[src/rtl/debounce_pkg.sv]
// Shared types and defaults for push-button pin readers.
// Debounce FSM states and clock-count defaults.
package debounce_pkg;

  typedef enum logic [1:0] {
    RELEASED   = 2'd0,
    PRESS_PEND = 2'd1,
    PRESSED    = 2'd2,
    REL_PEND   = 2'd3
  } db_state_t;

  // 10 ms at 50 MHz
  localparam int unsigned DB_STABLE_DEFAULT = 500000;
  // 1 s at 50 MHz
  localparam int unsigned DB_HOLD_DEFAULT   = 50000000;

endpackage

[src/rtl/sync_2ff.sv]
// Two-flop synchronizer for one asynchronous pin.
// Reset value is the pin's idle level so no edge is seen at reset.
module sync_2ff #(
  parameter logic RST_VAL = 1'b0
) (
  input  logic clk,
  input  logic rst_n,
  input  logic d,
  output logic q
);

  logic s1_q, s1_d;
  logic s2_q, s2_d;

  // Next values: shift the pin through two stages.
  always_comb begin
    s1_d = d;
    s2_d = s1_q;
  end

  // Synchronizer stages.
  always_ff @(posedge clk or negedge rst_n) begin
    if (!rst_n) begin
      s1_q <= RST_VAL;
      s2_q <= RST_VAL;
    end else begin
      s1_q <= s1_d;
      s2_q <= s2_d;
    end
  end

  assign q = s2_q;

endmodule

[src/rtl/button_debounce.sv]
// Push-button debouncer: clean level, press/release/long strobes.
// All outputs are registered; no combinational path from btn_raw.
module button_debounce
  import debounce_pkg::*;
#(
  parameter logic        active_low   = 1'b1,
  parameter int unsigned stable_count = DB_STABLE_DEFAULT,
  parameter int unsigned hold_count   = DB_HOLD_DEFAULT
) (
  input  logic clk,
  input  logic rst_n,
  input  logic btn_raw,
  output logic btn_level,
  output logic press_pulse,
  output logic release_pulse,
  output logic long_press_pulse,
  output logic toggle_out
);

  localparam int SW = $clog2(stable_count + 1);
  localparam int HW = $clog2(hold_count + 1);

  localparam logic [SW-1:0] STAB_LAST = SW'(stable_count - 1);
  localparam logic [HW-1:0] HOLD_LAST = HW'(hold_count - 1);
  localparam logic [HW-1:0] HOLD_SAT  = HW'(hold_count);

  logic sync_q;
  logic s2;

  db_state_t     state_q, state_d;
  logic [SW-1:0] stab_q, stab_d;
  logic [HW-1:0] hold_q, hold_d;
  logic          level_q, level_d;
  logic          press_q, press_d;
  logic          rel_q, rel_d;
  logic          long_q, long_d;
  logic          tog_q, tog_d;
  logic          held;

  sync_2ff #(
    .RST_VAL(active_low)
  ) u_sync (
    .clk  (clk),
    .rst_n(rst_n),
    .d    (btn_raw),
    .q    (sync_q)
  );

  assign s2   = active_low ? ~sync_q : sync_q;
  assign held = (state_q == PRESSED) || (state_q == REL_PEND);

  // Next state and stability count; the first disagreeing
  // sample counts as one so the flip lands stable_count
  // samples after the change reaches s2.
  always_comb begin
    state_d = state_q;
    stab_d  = stab_q;
    unique case (state_q)
      RELEASED: begin
        stab_d = '0;
        if (s2) begin
          state_d = PRESS_PEND;
          stab_d  = SW'(1);
        end
      end
      PRESS_PEND: begin
        if (!s2) begin
          state_d = RELEASED;
          stab_d  = '0;
        end else if (stab_q == STAB_LAST) begin
          state_d = PRESSED;
          stab_d  = '0;
        end else begin
          stab_d = stab_q + SW'(1);
        end
      end
      PRESSED: begin
        stab_d = '0;
        if (!s2) begin
          state_d = REL_PEND;
          stab_d  = SW'(1);
        end
      end
      REL_PEND: begin
        if (s2) begin
          state_d = PRESSED;
          stab_d  = '0;
        end else if (stab_q == STAB_LAST) begin
          state_d = RELEASED;
          stab_d  = '0;
        end else begin
          stab_d = stab_q + SW'(1);
        end
      end
      default: begin
        state_d = RELEASED;
        stab_d  = '0;
      end
    endcase
  end

  // Hold count saturates one past the fire point so the
  // long strobe fires once; a bounce back to PRESSED keeps it.
  always_comb begin
    hold_d = hold_q;
    long_d = 1'b0;
    if (state_d == RELEASED) begin
      hold_d = '0;
    end else if (held && hold_q != HOLD_SAT) begin
      hold_d = hold_q + HW'(1);
    end
    if (held && state_d != RELEASED && hold_q == HOLD_LAST) begin
      long_d = 1'b1;
    end
  end

  // Registered output values derived from the state transition.
  always_comb begin
    level_d = (state_d == PRESSED) || (state_d == REL_PEND);
    press_d = (state_q == PRESS_PEND) && (state_d == PRESSED);
    rel_d   = (state_q == REL_PEND) && (state_d == RELEASED);
    tog_d   = tog_q ^ press_d;
  end

  // State, counters and output flops.
  always_ff @(posedge clk or negedge rst_n) begin
    if (!rst_n) begin
      state_q <= RELEASED;
      stab_q  <= '0;
      hold_q  <= '0;
      level_q <= 1'b0;
      press_q <= 1'b0;
      rel_q   <= 1'b0;
      long_q  <= 1'b0;
      tog_q   <= 1'b0;
    end else begin
      state_q <= state_d;
      stab_q  <= stab_d;
      hold_q  <= hold_d;
      level_q <= level_d;
      press_q <= press_d;
      rel_q   <= rel_d;
      long_q  <= long_d;
      tog_q   <= tog_d;
    end
  end

  assign btn_level        = level_q;
  assign press_pulse      = press_q;
  assign release_pulse    = rel_q;
  assign long_press_pulse = long_q;
  assign toggle_out       = tog_q;

endmodule

[config.mk]
export PLATFORM = sky130hd
export DESIGN_NAME = button_debounce
export DESIGN_NICKNAME = d
export VERILOG_FILES = /design/src/rtl/debounce_pkg.sv /design/src/rtl/sync_2ff.sv /design/src/rtl/button_debounce.sv
export SDC_FILE = /design/constraint.sdc
export NUM_CORES = 1
export LEC_CHECK = 0
export ABC_AREA = 1
export ABC_CLOCK_PERIOD_IN_PS = 1600
export CAP_MARGIN = 20
export CORE_ASPECT_RATIO = 1.1
export CORE_MARGIN = 4
export CORE_UTILIZATION = 56
export CTS_BUF_LIST = sky130_fd_sc_hd__clkbuf_4 sky130_fd_sc_hd__clkbuf_8 sky130_fd_sc_hd__clkbuf_16
export DETAILED_ROUTE_END_ITERATION = 10
export GPL_TIMING_DRIVEN = 0
export PLACE_DENSITY = 0.8
export SYNTH_ARGS = -nofsm -noshare
export SYNTH_HDL_FRONTEND = slang
export SYNTH_SLANG_ARGS = --single-unit
[constraint.sdc]
create_clock -name clk -period 1.6 [get_ports clk]
set_clock_uncertainty 0.05 [all_clocks]
set_input_delay 0.32 -clock clk [delete_from_list [all_inputs] [get_ports clk]]
set_output_delay 0.32 -clock clk [all_outputs]
set_load 0.01 [all_outputs]
======== Yosys cells after proc, flatten, opt, wreduce, memory -nomap -nowiden ========
Index checks and enable logic that the tools add are counted.
Widths: inputs -> output; s select.
storage, ports and cells
  output and inout port bits .............. 5
  input port bits ......................... 3
  bits in registers ....................... 54
cells by class
  add/subtract/negate cells ............... 2
  reductions and logical operators ........ 11
  equality and inequality tests ........... 8
  mux-type cells .......................... 16
  bitwise logic cells ..................... 1
operators by type and width
  cell                   count
  $pmux 19 s4            1
  $mux 19                3
  $mux 26                2
  $add 26x1->26 const B  1
  $eq 26x26->1 const B   1
  $ne 26x26->1 const B   1
  $add 19x1->19 const B  1
  $eq 19x19->1 const B   1
  $mux 2                 6
  $eq 2x2->1 const B     4
  $pmux 2 s4             1
  $logic_and 1x1->1      5
  $logic_not 2->1        2
  $reduce_bool 2->1      2
  $mux 1                 3
  $eq 2x1->1 const B     1
  $logic_or 1x1->1       2
  $xor 1x1->1            1

======== Longest topological paths before layout ========
Gate-level depths: netlist of run 1.
  depth after elaboration ................. 8
  gate-level depth with buffers ........... 12
  mapped depth without buffers ............ 11

======== Hierarchy ========
Synthesis of run 1 repeated with hierarchy kept, for this count alone.
unflattened totals
  cell total of the unflattened synthesis .. 469
  area, all modules ....................... 3293.2 µm²
modules (own cells, without submodules)
  module           area an instance (µm²)  cells each  sequential area each (µm²)  times used
  button_debounce  3240.6                  467         1301.2                      1
  sync_2ff         52.6                    2           52.6                        1

======== Worst setup path before layout of run 1 ========
Ideal clock, no wire load.
  path kind ............................... reg2reg
  start ................................... register hold_q[0]
  end ..................................... register hold_q[16]
  slack ................................... 0.005 ns
  setup time .............................. 0.119 ns
  arrival time ............................ 1.426 ns
  stages on the path, launching flop included .. 12
  cells stage by stage .................... dfrtp_1 -> inv_1 -> ha_1 -> nand3_1 -> nor2_1 -> nand2_1 -> nor2_2 -> nor2_2 -> buf_6 -> buf_6 -> a21oi_1 -> nor2_1
on the way
  cells in the longest elaborated chain, start to end .. 3
  elaborated cells on any way between the ends .. 6
ends and longest elaborated chain
  what                                           line                                            RTL
  start: declaration                             button_debounce.sv:32                           logic [HW-1:0] hold_q, hold_d;
  start signal: assignment                       button_debounce.sv:139                          hold_q <= hold_d;
  $add 26x1->26 or $ne 26x26->1 (tied branches)  button_debounce.sv:110, button_debounce.sv:109
  $mux 26 or $logic_and 1x1->1 (tied branches)   button_debounce.sv:109                          end else if (held && hold_q != HOLD_SAT) begin
  $mux 26 or $reduce_bool 2->1 (tied branches)   -
Parallel ways exist; a longest one is shown, timed or not. The select of a mux whose other input is x is not followed.
A chain may end at the register's enable or synchronous reset.

======== Worst setup path after layout of run 1 ========
  start ................................... register hold_q[4]
  end ..................................... register hold_q[0]
on the way
  cells in the longest elaborated chain, start to end .. 3
ends and longest elaborated chain
  what                         line
  $ne 26x26->1                 button_debounce.sv:109
  $logic_and 1x1->1            button_debounce.sv:109
  $reduce_bool 2->1 (no line)  -
Every way passes these cells.

==> results of run 1 <==
registers in the layout, summed over array words and instances, names as in the netlist:
signal and flops:
press_pulse 1, release_pulse 1, btn_level 1, state_q 2
stab_q 19, u_sync.s1_q 1, u_sync.q 1, toggle_out 1
long_press_pulse 1, hold_q 26
worst reg2reg max path, cell delays in order (launching register included):
cell and delay, ns:
dfrtp_1 0.49, nor2_1 0.20, nand3_1 0.15, nor2_1 0.15, nand2_1 0.11, buf_4 0.17
o21ai_4 0.22, buf_6 0.16, buf_4 0.11, nor2_1 0.06, nor3_2 0.34
report_power, final:
part	internal, mW	switching (mW)
clock network	0.359	0.569
registers	1.37	0.00826
logic	0.0482	0.0902
layout make-up:
cell class | instances | area [um2]
timing repair buffer | 73 | 711.9
tap | 75 | 93.84
sequential | 54 | 1360
buffer | 8 | 101.3
inverter | 66 | 252.7
fill | 234 | 872.1
clock buffer | 6 | 82.58
multi-input combinational | 318 | 1939
clock inverter | 2 | 16.27
logic make-up (layout without fill, tap and decap cells):
| family | Yosys count | count (layout) |
|---|---|---|
| compound gates | 34 | 34 |
| xor+xnor | 5 | 5 |
| fa+ha+maj | 3 | 3 |
| buf+inv | 74 | 155 |
| flops | 54 | 54 |
| simple gates | 276 | 276 |
Yosys cell counts, types with 2 or more instances:
cell type / n
inv_2: 5
o21ai_1: 5
nand3b_1: 5
dfstp_2: 2
inv_1: 61
buf_6: 4
a21oi_1: 13
nand2_1: 125
nor3_1: 9
nor2_2: 11
nand4_1: 7
a31oi_1: 3
buf_2: 3
o21ai_0: 5
o21bai_1: 5
dfrtp_1: 52
nor2_1: 71
ha_1: 3
xor2_1: 4
nand3_1: 42
worst max path at each step:
| stage | startpoint | to | cells after the start |
|---|---|---|---|
| final | hold_q[4]$_DFFE_PN0P_ | hold_q[0]$_DFFE_PN0P_ | 10 |
| after global routing | hold_q[15]$_DFFE_PN0P_ | hold_q[0]$_DFFE_PN0P_ | 11 |
| after CTS | hold_q[0]$_DFFE_PN0P_ | hold_q[20]$_DFFE_PN0P_ | 13 |
| after detailed placement | stab_q[0]$_DFF_PN0_ | stab_q[11]$_DFF_PN0_ | 8 |
| after global placement | rst_n | hold_q[24]$_DFFE_PN0P_ | 1 |
| after floorplan | hold_q[0]$_DFFE_PN0P_ | hold_q[16]$_DFFE_PN0P_ | 11 |
metrics by stage:
step / power (mW) / worst slack (ns)
2_1_floorplan: 1.442 / 0.005376
4_1_cts: 2.335 / -0.1127
6_report: 2.448 / -0.7428
5_1_grt: 2.495 / -1.032
3_3_place_gp: 1.484 / -1.417
3_5_place_dp: 1.494 / -0.3052
timing repair:
action,CTS,global route
setup endpoints to repair,44,52
cloned,5,0
gates resized for setup,81,77
buffers inserted,35,25
pin swaps,20,39
metal layers:
| metal | share of wire, % | vias up |
|---|---|---|
| li1 | - | 1562 |
| met1 | 32 | 1853 |
| met2 | 41 | 529 |
| met3 | 16 | 223 |
| met4 | 11 | 4 |
| met5 | 0.29 | - |
==> out/qor.txt, run 1 <==
status -> complete, but fails checks
failing checks -> DRC, hold timing, setup timing
PwrDens -> 537.1 nW/um2
Register-to-Register Path Depth -> 10
hold_buf cts -> 0
area share of fa/ha/maj cells after synthesis -> 1.192%
Post-Syn Area -> 3149 um2
GR Util met2 -> 52.92%
commonest non-fill, non-tap cell in the layout -> nand2_1
total track usage -> 33.19%
Setup crit end kind -> flop
post-synthesis simple-gate area fraction -> 37.78%
Max Slew Vio Count -> 0
worst slew pin tran -> 0.8185 ns
initial core utilization -> 58.00%
setup TNS -> -17.15 ns
delay-heaviest family, CP -> simple AND/OR/NAND/NOR gates
io pins -> 8
Final period util -> 146.4%
WP data required -> 1.76 ns
Peak VDD IR -> 391.8 uV
die height -> 86.65 um
post-DR vias/cell -> 6.929
largest family of logic cells by synthesized area -> simple AND/OR/NAND/NOR gates
final hold viol count -> 6
r2r setup slk -> -0.74 ns
row cnt -> 28
area growth from synthesis to layout -> 44.74%
post-synthesis cell type count -> 31
leakage -> 2.234 nW
EDFF count, synth -> 0
Hold/Removal Path Class -> primary input to asynchronous set/reset pin
final instance area -> 4558 um2
input/output buffers -> 7
maxcap violations -> 0
drt initial violations -> 1,229
Hold Slack -> -0.008729 ns
Synth area leaders -> dfrtp_1, nand2_1, nor2_1, inv_1, nand3_1
clock latency on the worst-skew pair -> 0.35 ns
CP Max Fanout -> 5
Reg2Reg Capture Point -> hold_q[0]$_DFFE_PN0P_
Worst-path clk slew -> 0.12 ns
Via Count -> 4,171
GR Util met3 -> 10.71%
antenna diode count -> 0
post-synthesis mux area share -> 0%
GR peak layer -> met2
largest net degree at the start of global routing -> 34
net count after synthesis -> 452
endpoints failing setup -> 53
Die X -> 79.50 um
XOR/XNOR Fraction of Synth Area -> 1.391%
Most used DFF post-synth -> dfrtp_1
Bufs on Longest Clock Path -> 2
final cell count without fillers -> 602
crit start category -> flop
Setup Crit Path Kind -> flop to flop
ys async rst share -> 100.0%
CP cell instances -> nor2_1 -> nand3_1 -> nor2_1 -> nand2_1 -> buf_4 -> o21ai_4 -> buf_6 -> buf_4 -> nor2_1 -> nor3_2
Root Driver -> clkbuf_8
dpl cell area -> 3336 um2
Synth Area in Compound Gates -> 6.635%
CTS tree -> built
final worst path period need -> 2.343 ns
Slew headroom -> 45.43%
total gr overflow -> 0
Synth top area share -> 41.32%
RSZ-0062 raised after global routing -> yes
H-tree depth -> 2
remaining antenna violation count -> 0
fraction of layout cells with a size suffix above 1 -> 36.62%
flip-flop and latch count after synthesis -> 54
post-DP HPWL -> 4.934 mm
vias in the first global route -> 3,476
critical path buffer and inverter count -> 3
Avg Cell Area, Syn -> 7.061 um2
Core ar. -> 5430 um2
R2R Path Start -> hold_q[4]$_DFFE_PN0P_
Crit path largest cell delay -> 0.49 ns
Die ar. -> 6889 um2
Pre-antenna DRT Iters -> 11
most frequent cells in the layout -> nand2_1, inv_1, nor2_1
routed len/inst -> 25.94 um
register area share after synthesis -> 42.99%
Ys Warns -> 0
Final Util -> 83.94%
placed cell count -> 529
final-stage net count -> 532
first-pass GRT wire length -> 17.45 mm
final worst setup slack -> -0.7428 ns
largest area contributor in the netlist -> dfrtp_1
most frequent CP cell -> nor2_1
Mapped Cells -> 446
gpl congestion -> 0.8753
initial antenna violation count -> 2
Total Wirelength -> 15.62 mm
clock sink count -> 54
CP arrival -> 2.51 ns
max frequency -> 426.8 MHz
cts bufs inserted -> 5
slowest CP cell -> dfrtp_1
met1 usage -> 38.01%
DR DRC count -> 64
Note: power is estimated with default switching activity, not from simulation.
==> run 2: changes to the inputs <==
--- a/config.mk
+++ b/config.mk
@@ -12,6 +12,7 @@
 export CORE_MARGIN = 4
 export CORE_UTILIZATION = 56
 export CTS_BUF_LIST = sky130_fd_sc_hd__clkbuf_4 sky130_fd_sc_hd__clkbuf_8 sky130_fd_sc_hd__clkbuf_16
+export CTS_CLUSTER_SIZE = 16
 export DETAILED_ROUTE_END_ITERATION = 10
 export GPL_TIMING_DRIVEN = 0
 export PLACE_DENSITY = 0.8
==> results of run 2 <==
The final DEF is identical to that of run 1; final timing and power are the same.
==> run 3: changes to the inputs <==
--- a/config.mk
+++ b/config.mk
@@ -19,3 +19,4 @@
 export SYNTH_ARGS = -nofsm -noshare
 export SYNTH_HDL_FRONTEND = slang
 export SYNTH_SLANG_ARGS = --single-unit
+export TNS_END_PERCENT = 20
==> run 3 against run 2 <==
Against the previous run: the flow finishes with violations (setup timing); wire length is 31% lower; maximum frequency is 21% higher; critical path depth is the same; first-iteration DRC count down 52%; worst setup slack improved by 0.40 ns; largest power group unchanged; highest routed layer is now met4.
==> out/qor.txt, run 3 (synthesis results as in run 1) <==
hold_buf cts -> 0 (unchanged)
CTS tree -> built
io pins -> 8 (unchanged)
Reg with most FFs -> hold_q
post-DP HPWL -> 4.934 mm (unchanged)
Via Count -> 3,539 (-15%)
vias in the first global route -> 3,172 (-8.7%)
post-place setup slack -> -0.3052 ns (unchanged)
gpl congestion -> 0.8753 (unchanged)
Core ar. -> 5430 um2 (unchanged)
Setup Crit Path Kind -> flop to flop
max FFs per register -> 26 (unchanged)
multi-input logic area -> 1812 um2 (-6.6%)
commonest non-fill, non-tap cell in the layout -> nand2_1
remaining antenna violation count -> 0 (unchanged)
post-DR vias/cell -> 6.123 (-12%)
Max Slew Vio Count -> 0 (unchanged)
initial core utilization -> 58.00% (unchanged)
GR Util met3 -> 5.717% (-5.0 points)
initial antenna violation count -> 0 (-2)
drt initial violations -> 591 (-52%)
failing checks -> setup timing
Crit path largest cell delay -> 0.42 ns (-0.07 ns)
status -> complete, but fails checks
die height -> 86.65 um (unchanged)
Seq. cell area -> 1359 um2 (about the same)
met1 usage -> 32.84% (-5.2 points)
CP Max Fanout -> 5 (unchanged)
H-tree depth -> 2 (unchanged)
CP cell instances -> inv_1 -> nor2_1 -> nand3_4 -> nor2_4 -> nor2_4 -> buf_8 -> buf_8 -> nand3_2 -> nand2_2 -> nor2_2
cts bufs inserted -> 5 (unchanged)
biggest regs -> hold_q x26, stab_q x19, state_q x2
leakage -> 2.008 nW (-10%)
PwrDens -> 558.1 nW/um2 (+3.9%)
DR DRC count -> 0 (-100%)
final hold viol count -> 0 (-6)
most frequent cells in the layout -> nand2_1, inv_1, nor2_1
CP arrival -> 2.13 ns (-0.38 ns)
Total Wirelength -> 10.85 mm (-31%)
routed len/inst -> 18.77 um (-28%)
antenna diode count -> 0 (unchanged)
Peak VDD IR -> 366.8 uV (-6.4%)
slowest CP cell -> dfrtp_1
max frequency -> 514.4 MHz (+21%)
row cnt -> 28 (unchanged)
GR Util met2 -> 45.79% (-7.1 points)
Final Util -> 77.47% (-6.5 points)
maxcap violations -> 0 (unchanged)
clock sink count -> 54 (unchanged)
RSZ-0062 raised after global routing -> yes
Root Driver -> clkbuf_8
Bufs on Longest Clock Path -> 2 (unchanged)
final-stage net count -> 508 (-4.5%)
WP data required -> 1.78 ns (+0.02 ns)
clock latency on the worst-skew pair -> 0.33 ns (-0.02 ns)
input/output buffers -> 7 (unchanged)
setup TNS -> -7.037 ns (+10.11 ns)
fraction of layout cells with a size suffix above 1 -> 29.03% (-7.6 points)
total track usage -> 27.24% (-5.9 points)
Hold/Removal Path Class -> primary input to asynchronous set/reset pin
Die ar. -> 6889 um2 (unchanged)
Die X -> 79.50 um (unchanged)
final worst path period need -> 1.944 ns (-0.3987 ns)
largest net degree at the start of global routing -> 34 (unchanged)
filler cell count -> 297 (+27%)
endpoints failing setup -> 40 (-25%)
Hold Slack -> 0.007373 ns (+0.01610 ns)
total gr overflow -> 0 (unchanged)
GR peak layer -> met2
Setup crit end kind -> flop
Worst-path clk slew -> 0.10 ns (-0.02 ns)
first-pass GRT wire length -> 14.75 mm (-15%)
Slew headroom -> 47.52% (+2.1 points)
area growth from synthesis to layout -> 33.57%
Pre-antenna DRT Iters -> 7 (-4)
final worst setup slack -> -0.3441 ns (+0.3987 ns)
worst slew pin tran -> 0.7871 ns (-0.03138 ns)
crit start category -> flop
Final period util -> 121.5% (-25 points)
## run 3: cell count changes in the layout (fill, tap and decap cells not counted), moves of 2 or more
cell / change
inv_4: -2
nand3_2: -9
nor3_4: -2
nand2_2: -3
o21ai_0: +2
buf_4: -15
nand2_1: +7
buf_6: -8
inv_1: +2
nand3_1: +8
nand2_4: -4
## run 3: final timing paths
path / from / slack [ns] / endpoint / cells after the start
max in group asynchronous: rst_n / 0.85 / u_sync.q$_DFF_PN1_ / 2
min in group clk: u_sync.s1_q$_DFF_PN1_ / 0.32 / u_sync.q$_DFF_PN1_ / 0
worst max register to register: hold_q[25]$_DFFE_PN0P_ / -0.34 / hold_q[6]$_DFFE_PN0P_ / 10
worst min register to register: u_sync.s1_q$_DFF_PN1_ / 0.32 / u_sync.q$_DFF_PN1_ / 0
worst max-delay path: hold_q[25]$_DFFE_PN0P_ / -0.34 / hold_q[6]$_DFFE_PN0P_ / 10
worst min-delay path: rst_n / 0.007 / stab_q[2]$_DFF_PN0_ / 1
## run 3: timing repair
action                     4_1_cts  5_1_grt
gates resized for setup         65       49
hold endpoints to repair         0        0
setup buffers                   27       10
pin swaps                       16       19
cloned                           4        0
setup endpoints to repair       44       46
## run 3: routing by layer
layer / vias up / part of all wire [%] / wire, um
li1: 1512 / - / -
met1: 1631 / 37 / 3969
met2: 305 / 46 / 5011
met3: 91 / 11 / 1161
met4: 0 / 6.5 / 705
met5: - / 0 / 0
## run 3: cell type report
type,count,area share [%]
multi-input cells,318,43.07
flip-flops and latches,54,32.30
repair buffers,49,11.75
inverters,66,5.889
plain buffers,8,2.409
well taps,75,2.231
clock buffers,6,1.963
clock inverters,2,0.3867
## run 3: where the power goes
part / leakage, nW / switching [mW] / internal (mW)
registers: 0.737 / 0.00681 / 1.37
logic: 1.22 / 0.0754 / 0.0374
clock network: 0.0478 / 0.498 / 0.358
total: 2.01 / 0.580 / 1.77
## run 3: stage by stage
stage | area [um2] | total power [mW] | std cells
final | 4207 | 2.348 | 578
after global routing | 4207 | 2.401 | 578
after CTS | 3959 | 2.329 | 568
after detailed placement | 3336 | 1.494 | 529
after global placement | 3313 | 1.484 | 528
after floorplan | 3149 | 1.442 | 446
## run 3: critical path: cells and delay by family, from the launching register on
kind	cells	cell delay, ns
simple gates	7	0.96
flops	1	0.42
buf+inv	3	0.40
